<file path="src/rtl/aes_state_buf_pkg.sv">
// Shared types for the AES state buffer: opcodes, default geometry and
// row/column packing helpers for the default 4x4 byte matrix.
package aes_state_pkg;

    localparam int unsigned DIM_DEF    = 4;
    localparam int unsigned BYTE_W_DEF = 8;
    localparam int unsigned W_DEF      = DIM_DEF * BYTE_W_DEF;
    localparam int unsigned IDX_W_DEF  = $clog2(DIM_DEF);

    typedef enum logic [2:0] {
        OpWrCol        = 3'd0,
        OpWrRow        = 3'd1,
        OpRdCol        = 3'd2,
        OpRdRow        = 3'd3,
        OpShiftRows    = 3'd4,
        OpInvShiftRows = 3'd5,
        OpClear        = 3'd6,
        OpTranspose    = 3'd7
    } op_e;

    typedef logic [BYTE_W_DEF-1:0] cell_t;
    typedef logic [W_DEF-1:0]      word_t;
    typedef logic [IDX_W_DEF-1:0]  idx_t;
    // mat[r][c]
    typedef cell_t [DIM_DEF-1:0][DIM_DEF-1:0] mat_t;

    // Row r packed with column 0 in the MSB cell.
    function automatic word_t row_word(mat_t m, idx_t r);
        word_t w;
        w = '0;
        for (int c = 0; c < DIM_DEF; c++) begin
            w[W_DEF-1-c*BYTE_W_DEF -: BYTE_W_DEF] = m[r][c];
        end
        return w;
    endfunction

    // Column c packed with row 0 in the MSB cell.
    function automatic word_t col_word(mat_t m, idx_t c);
        word_t w;
        w = '0;
        for (int r = 0; r < DIM_DEF; r++) begin
            w[W_DEF-1-r*BYTE_W_DEF -: BYTE_W_DEF] = m[r][c];
        end
        return w;
    endfunction

    // Cell i of a packed word, index 0 being the MSB cell.
    function automatic cell_t word_cell(word_t w, idx_t i);
        return cell_t'(w >> (BYTE_W_DEF * (DIM_DEF - 1 - int'(i))));
    endfunction

endpackage

</file>
<file path="src/rtl/aes_state_buf_if.sv">
// Command/response port of the AES state buffer. The master issues commands
// and consumes responses; the slave is the buffer itself.
interface aes_state_buf_if
    import aes_state_pkg::*;
#(
    parameter int unsigned DIM    = DIM_DEF,
    parameter int unsigned BYTE_W = BYTE_W_DEF
);

    localparam int unsigned W     = DIM * BYTE_W;
    localparam int unsigned IDX_W = $clog2(DIM);

    logic             cmd_valid;
    logic             cmd_ready;
    op_e              cmd_op;
    logic [IDX_W-1:0] cmd_idx;
    logic [W-1:0]     cmd_data;
    logic             rsp_valid;
    logic             rsp_ready;
    logic [W-1:0]     rsp_data;
    logic             busy;
    logic             cmd_err;

    modport master (
        output cmd_valid, cmd_op, cmd_idx, cmd_data, rsp_ready,
        input  cmd_ready, rsp_valid, rsp_data, busy, cmd_err
    );

    modport slave (
        input  cmd_valid, cmd_op, cmd_idx, cmd_data, rsp_ready,
        output cmd_ready, rsp_valid, rsp_data, busy, cmd_err
    );

endinterface

</file>
<file path="src/rtl/aes_state_buf_row_rot.sv">
// Combinational cell rotator for one DIM-cell row (cell 0 in the MSB).
// dir = 0 rotates left by amt cells, dir = 1 rotates right by amt cells.
module aes_row_rot
    import aes_state_pkg::*;
#(
    parameter int unsigned DIM    = DIM_DEF,
    parameter int unsigned BYTE_W = BYTE_W_DEF
) (
    input  logic [DIM*BYTE_W-1:0]  row,
    input  logic [$clog2(DIM)-1:0] amt,
    input  logic                   dir,
    output logic [DIM*BYTE_W-1:0]  rotated
);

    localparam int unsigned W     = DIM * BYTE_W;
    localparam int unsigned IDX_W = $clog2(DIM);

    logic [BYTE_W-1:0] cells [DIM];
    logic [IDX_W-1:0]  src   [DIM];

    // Split the packed row into cells.
    always_comb begin
        for (int i = 0; i < DIM; i++) begin
            cells[i] = row[W-1-i*BYTE_W -: BYTE_W];
        end
    end

    // Source index wraps in IDX_W bits, which is exact modulo DIM for power-of-two DIM.
    always_comb begin
        rotated = '0;
        for (int i = 0; i < DIM; i++) begin
            src[i] = dir ? (IDX_W'(i) - amt) : (IDX_W'(i) + amt);
            rotated[W-1-i*BYTE_W -: BYTE_W] = cells[src[i]];
        end
    end

endmodule

</file>
<file path="src/rtl/aes_state_buf.sv">
// AES state buffer: registered DIM x DIM byte matrix with row/column access,
// multi-cycle (Inv)ShiftRows and a one-deep read response register.
// Optional feature macro: AES_STATE_BUF_TRANSPOSE_EN enables single-cycle
// transpose on op 7; without it op 7 is a no-op that pulses cmd_err.
module aes_state_buf
    import aes_state_pkg::*;
#(
    parameter int unsigned DIM    = DIM_DEF,
    parameter int unsigned BYTE_W = BYTE_W_DEF
) (
    input logic            clk,
    input logic            rst,
    aes_state_buf_if.slave bus
);

    localparam int unsigned W     = DIM * BYTE_W;
    localparam int unsigned IDX_W = $clog2(DIM);

    localparam logic [0:0] StIdle  = 1'b0;
    localparam logic [0:0] StShift = 1'b1;

    localparam logic [IDX_W-1:0] LastRow  = IDX_W'(DIM - 1);
    localparam logic [IDX_W-1:0] FirstRow = IDX_W'(1);

    logic [BYTE_W-1:0] mat_q [DIM][DIM];
    logic [BYTE_W-1:0] mat_d [DIM][DIM];
    logic [0:0]        state_q, state_d;
    logic [IDX_W-1:0]  row_q, row_d;
    logic              dir_q, dir_d;
    logic              rsp_valid_q, rsp_valid_d;
    logic [W-1:0]      rsp_data_q, rsp_data_d;
    logic              err_q, err_d;

    logic              accept;
    logic [W-1:0]      col_sel, row_sel;
    logic [W-1:0]      shift_row, shift_rot;

    // Outputs: a held response blocks new commands until it is consumed.
    assign bus.cmd_ready = (state_q == StIdle) & (~rsp_valid_q | bus.rsp_ready);
    assign bus.busy      = (state_q == StShift);
    assign bus.rsp_valid = rsp_valid_q;
    assign bus.rsp_data  = rsp_data_q;
    assign bus.cmd_err   = err_q;
    assign accept        = bus.cmd_valid & bus.cmd_ready;

    // Gather the addressed column/row and the row currently being shifted.
    always_comb begin
        col_sel   = '0;
        row_sel   = '0;
        shift_row = '0;
        for (int i = 0; i < DIM; i++) begin
            col_sel[W-1-i*BYTE_W -: BYTE_W]   = mat_q[i][bus.cmd_idx];
            row_sel[W-1-i*BYTE_W -: BYTE_W]   = mat_q[bus.cmd_idx][i];
            shift_row[W-1-i*BYTE_W -: BYTE_W] = mat_q[row_q][i];
        end
    end

    // Single rotator shared across rows; row r rotates by r cells.
    aes_row_rot #(
        .DIM    (DIM),
        .BYTE_W (BYTE_W)
    ) u_row_rot (
        .row     (shift_row),
        .amt     (row_q),
        .dir     (dir_q),
        .rotated (shift_rot)
    );

    // Next-state logic for the matrix, FSM and response register.
    always_comb begin
        for (int r = 0; r < DIM; r++) begin
            for (int c = 0; c < DIM; c++) begin
                mat_d[r][c] = mat_q[r][c];
            end
        end
        state_d     = state_q;
        row_d       = row_q;
        dir_d       = dir_q;
        rsp_valid_d = rsp_valid_q & ~bus.rsp_ready;
        rsp_data_d  = rsp_data_q;
        err_d       = 1'b0;

        if (state_q == StShift) begin
            for (int c = 0; c < DIM; c++) begin
                mat_d[row_q][c] = shift_rot[W-1-c*BYTE_W -: BYTE_W];
            end
            if (row_q == LastRow) begin
                state_d = StIdle;
            end else begin
                row_d = row_q + FirstRow;
            end
        end else if (accept) begin
            unique case (bus.cmd_op)
                OpWrCol: begin
                    for (int r = 0; r < DIM; r++) begin
                        mat_d[r][bus.cmd_idx] = bus.cmd_data[W-1-r*BYTE_W -: BYTE_W];
                    end
                end
                OpWrRow: begin
                    for (int c = 0; c < DIM; c++) begin
                        mat_d[bus.cmd_idx][c] = bus.cmd_data[W-1-c*BYTE_W -: BYTE_W];
                    end
                end
                OpRdCol: begin
                    rsp_valid_d = 1'b1;
                    rsp_data_d  = col_sel;
                end
                OpRdRow: begin
                    rsp_valid_d = 1'b1;
                    rsp_data_d  = row_sel;
                end
                OpShiftRows, OpInvShiftRows: begin
                    // Row 0 never moves, so the walk starts at row 1.
                    state_d = StShift;
                    row_d   = FirstRow;
                    dir_d   = (bus.cmd_op == OpInvShiftRows);
                end
                OpClear: begin
                    for (int r = 0; r < DIM; r++) begin
                        for (int c = 0; c < DIM; c++) begin
                            mat_d[r][c] = '0;
                        end
                    end
                end
                OpTranspose: begin
`ifdef AES_STATE_BUF_TRANSPOSE_EN
                    for (int r = 0; r < DIM; r++) begin
                        for (int c = 0; c < DIM; c++) begin
                            mat_d[r][c] = mat_q[c][r];
                        end
                    end
`else
                    err_d = 1'b1;
`endif
                end
                default: begin
                end
            endcase
        end
    end

    // State registers; reset discards any partially shifted matrix.
    always_ff @(posedge clk) begin
        if (rst) begin
            for (int r = 0; r < DIM; r++) begin
                for (int c = 0; c < DIM; c++) begin
                    mat_q[r][c] <= '0;
                end
            end
            state_q     <= StIdle;
            row_q       <= '0;
            dir_q       <= 1'b0;
            rsp_valid_q <= 1'b0;
            rsp_data_q  <= '0;
            err_q       <= 1'b0;
        end else begin
            for (int r = 0; r < DIM; r++) begin
                for (int c = 0; c < DIM; c++) begin
                    mat_q[r][c] <= mat_d[r][c];
                end
            end
            state_q     <= state_d;
            row_q       <= row_d;
            dir_q       <= dir_d;
            rsp_valid_q <= rsp_valid_d;
            rsp_data_q  <= rsp_data_d;
            err_q       <= err_d;
        end
    end

endmodule
</file>
<file path="src/flat_wrapper.sv">
// flat-port wrapper written by rule: the top's interface ports become plain ports
module aes_state_buf_flat import aes_state_pkg::*;
#(
    parameter int unsigned DIM    = DIM_DEF,
    parameter int unsigned BYTE_W = BYTE_W_DEF
)
  (clk, rst, bus_cmd_valid, bus_cmd_op, bus_cmd_idx, bus_cmd_data, bus_rsp_ready, bus_cmd_ready, bus_rsp_valid, bus_rsp_data, bus_busy, bus_cmd_err);
  aes_state_buf_if #(.DIM(DIM), .BYTE_W(BYTE_W)) bus_i ();
  input logic clk;
  input logic rst;
  input wire logic [$bits(bus_i.cmd_valid)-1:0] bus_cmd_valid;
  input wire logic [$bits(bus_i.cmd_op)-1:0] bus_cmd_op;
  input wire logic [$bits(bus_i.cmd_idx)-1:0] bus_cmd_idx;
  input wire logic [$bits(bus_i.cmd_data)-1:0] bus_cmd_data;
  input wire logic [$bits(bus_i.rsp_ready)-1:0] bus_rsp_ready;
  output wire logic [$bits(bus_i.cmd_ready)-1:0] bus_cmd_ready;
  output wire logic [$bits(bus_i.rsp_valid)-1:0] bus_rsp_valid;
  output wire logic [$bits(bus_i.rsp_data)-1:0] bus_rsp_data;
  output wire logic [$bits(bus_i.busy)-1:0] bus_busy;
  output wire logic [$bits(bus_i.cmd_err)-1:0] bus_cmd_err;
  assign bus_i.cmd_valid = bus_cmd_valid;
  assign bus_i.cmd_op = bus_cmd_op;
  assign bus_i.cmd_idx = bus_cmd_idx;
  assign bus_i.cmd_data = bus_cmd_data;
  assign bus_i.rsp_ready = bus_rsp_ready;
  assign bus_cmd_ready = bus_i.cmd_ready;
  assign bus_rsp_valid = bus_i.rsp_valid;
  assign bus_rsp_data = bus_i.rsp_data;
  assign bus_busy = bus_i.busy;
  assign bus_cmd_err = bus_i.cmd_err;
  aes_state_buf #(.DIM(DIM), .BYTE_W(BYTE_W)) u_core (.clk(clk), .rst(rst), .bus(bus_i));
endmodule
</file>
<file path="config.mk">
export PLATFORM = sky130hd
export DESIGN_NAME = aes_state_buf_flat
export DESIGN_NICKNAME = d
export VERILOG_FILES = /design/src/rtl/aes_state_buf_pkg.sv /design/src/rtl/aes_state_buf_if.sv /design/src/rtl/aes_state_buf_row_rot.sv /design/src/rtl/aes_state_buf.sv /design/src/flat_wrapper.sv
export SDC_FILE = /design/constraint.sdc
export NUM_CORES = 1
export LEC_CHECK = 0
export CAP_MARGIN = 15
export CELL_PAD_IN_SITES_DETAIL_PLACEMENT = 1
export CELL_PAD_IN_SITES_GLOBAL_PLACEMENT = 1
export CORE_AREA = 4 4 166 168
export DETAILED_ROUTE_END_ITERATION = 10
export DIE_AREA = 0 0 170 172
export PLACE_DENSITY_LB_ADDON = 0.05
export SKIP_LAST_GASP = 1
export SLEW_MARGIN = 20
export SYNTH_ARGS = -nofsm -noshare
export SYNTH_HDL_FRONTEND = slang
export SYNTH_SLANG_ARGS = --single-unit
</file>
<file path="constraint.sdc">
create_clock -name clk -period 4.15 [get_ports clk]
set_input_delay 0.415 -clock clk [delete_from_list [all_inputs] [get_ports clk]]
set_output_delay 0.415 -clock clk [all_outputs]
set_load 0.05 [all_outputs]
</file>
==> flow_summary.ini <==
[status]
status = completed

[floorplanning]
rows = 59
die_x_microns = 170
die-area_sq_um = 29200
die_h_microns = 172
start_util_pct = 46.6
core_area_sq_um = 25900
ioPinCount = 77

[clocking]
cts_tree = built
cts_buffers = 17
clk_latency_ps = 450
clock_path_buffers = 2
cts-resized-gates = 0
cts_sinks = 168
postCtsSetupRepairBufs = 0
holdBufCountCts = 0
root_buffer = clkbuf_16
clkSlewWorstSetupHoldPaths_ps = 80
htree_levels = 4

[sta]
fin_crit_sh_pct = 81.3
fmax_mhz = 297
finalHoldViolCount = 0
finalSetupViolCount = 0
fin_skew_ps = 18.2
worst_slew_pin_slew_ps = 1190
layout_min_cycle_time_ps = 3370
slew_headroom_pct = 21.0
hold_ws_ps = 482
finalMaxSlewViolations = 0
fin_setup_tns_ps = 0
rsz0062_at_grt = no

[global_routing]
antenna_found_initial = 1
grt_max_degree = 76
grt-ovfl-total = 0
track_usage_pct = 39.3
grt_pass1_wl_mm = 85.3
grt_pass1_vias = 12500

[worst_setup_path]
arrival_ps = 3520
startpoint_type = flip-flop
worstSetupPathType = flip-flop to flip-flop
cp_max_fo = 12
end_kind = flip-flop
worstPathRequired_ps = 4300

[route]
viasPerCell = 7.78
routedWlPerCell_microns = 35.0
wirelength_mm = 58.1
first_pass_iters = 6
postRouteAntennaNets = 0
first_iter_violations = 2356
vias = 12900
drc_errors = 0

[synth]
synth_top_area_share_pct = 17.9
synth-seq-cells = 168
synthesis.nets = 1335
syn_area_per_cell_sq_um = 9.35
synth_area_leaders = edfxtp_1, dfxtp_1, mux4_2, mux2i_1, nand2_1
yosysUniqueCellTypes = 56
yosys_warnings = 0
synth_top_cell_by_area = edfxtp_1
syn-cell-area_sq_um = 12100
ys_seq_area_share_pct = 33.9
synth_edf_count = 72
synth_ff_type = dfxtp_1
synthCells = 1290
postSynth.asyncResetShare_pct = 0

[place]
routabilityCongestion = 0.977
portBuffers = 76
dp_hpwl_mm = 41.0

[final_layout]
area_growth_pct = 14.5
drive_above_1_share_pct = 13.0
antenna_cells = 0
nFillCells = 2926
nNetsFinal = 1359

[hold_path]
hp-class = flip-flop to flip-flop

[pwr]
p_leak_nw = 4.59
ir_worst_vdd_v = 0.000239
p_per_area_nw_per_um2 = 386

[run]
cap_violations = 0
[synth_stat cells, drive strengths merged (41+ instances only)]
library cell / number
nand2: 135
nor2: 119
dfxtp: 96
clkbuf: 78
o22ai: 77
edfxtp: 72
mux4: 71
mux2i: 61
nor2b: 49
buf: 44
o21ai: 43
a21oi: 41
[stage by stage]
stage | utilization (%) | instances | total power [mW] | setup WS (ps) | instance area, sq um
final | 53.3 | 1662 | 5.33 | 777 | 13800
after floorplan | - | 1290 | 2.87 | 799 | 12100
after global routing | 53.3 | 1662 | 5.45 | 735 | 13800
after global placement | 50.8 | 1630 | 3.40 | 987 | 13200
after CTS | 53.3 | 1662 | 5.25 | 982 | 13800
after detailed placement | 50.8 | 1630 | 3.43 | 805 | 13200
[area by class of cell]
class / instances / area [sq um] / share of cell area, %
flip-flops and latches: 168 / 4090 / 29.6
repair buffers: 127 / 1200 / 8.66
well taps: 335 / 419 / 3.03
inverters: 25 / 93.8 / 0.679
clock inverters: 12 / 170 / 1.23
multi-input cells: 975 / 7370 / 53.4
clock buffers: 20 / 479 / 3.47
[cell families after synthesis]
logic type                 after synthesis  share of synthesized area, %
adders and majority gates                4                         0.415
DFF                                    168                          33.9
AOI/OAI and AO/OA                      407                          25.4
buffers and inverters                  147                          5.26
and+or+nand+nor                        429                          16.5
muxes                                  135                          18.6
[state kept, by name, indices dropped and copies added (netlist names), named ones only]
signal and count:
u_core.bus.busy 1, u_core.bus.cmd_err 1, u_core.bus.rsp_data 32, u_core.bus.rsp_valid 1
u_core.dir_q 1, u_core.mat_q 128, u_core.row_q 2
[metal layers]
| metal | part of all wire [%] | GRT usage (%) | wire length [microns] | vias up |
|---|---|---|---|---|
| met5 | 0.14 | 1.67 | 82 | - |
| met4 | 3.9 | 14.1 | 2250 | 4 |
| met3 | 16 | 12.8 | 9160 | 189 |
| met2 | 42 | 56.5 | 24200 | 1130 |
| met1 | 39 | 55.6 | 22400 | 6423 |
| li1 | - | - | - | 5192 |
[worst max-delay path: stages, from the launching register on]
cell and delay [ps]:
dfxtp_1 500, inv_1 120, ha_1 360, mux2i_1 540, nor2_1 190, buf_4 240, a221oi_1 890, o221ai_1 240
[cells in the final DEF (no fill, tap or decap), types with 4 or more instances in the layout]
cell type,n
inv_1,24
nor2_1,117
a22o_1,35
and2_1,12
edfxtp_1,72
dfxtp_1,94
buf_4,48
o221ai_1,24
a222oi_1,39
inv_6,5
a221oi_1,29
a21oi_1,40
a311oi_1,19
o22ai_1,77
o32ai_1,19
nand3_1,38
nand2_1,134
buf_12,5
ha_1,4
o21ai_0,43
clkdlybuf4s50_1,73
mux4_2,70
and4_1,4
a31oi_1,9
nor2b_1,48
a22oi_1,15
clkbuf_16,19
nor3_1,37
mux2i_1,61
nand2b_1,16
a221o_1,20
a211oi_1,26
[power breakdown]
group	switching, mW	internal, mW	leakage (nW)
Clock	0.814	1.04	0.317
Sequential	0.186	1.87	1.54
Combinational	0.904	0.515	2.73
Total	1.90	3.43	4.59
[final timing paths]
check / slack, ps / start / cells after the start / end
worst min register to register: 480 / u_core.bus.rsp_data[22]$_SDFFE_PP0P_ / 2 / u_core.bus.rsp_data[22]$_SDFFE_PP0P_
worst max register to register: 780 / u_core.row_q[1]$_SDFFE_PP0P_ / 7 / u_core.mat_q[0][13]$_SDFFCE_PP0P_
worst min-delay path: 480 / u_core.bus.rsp_data[22]$_SDFFE_PP0P_ / 2 / u_core.bus.rsp_data[22]$_SDFFE_PP0P_
worst max-delay path: 780 / u_core.row_q[1]$_SDFFE_PP0P_ / 7 / u_core.mat_q[0][13]$_SDFFCE_PP0P_
Power figures use the tool's default switching activity.
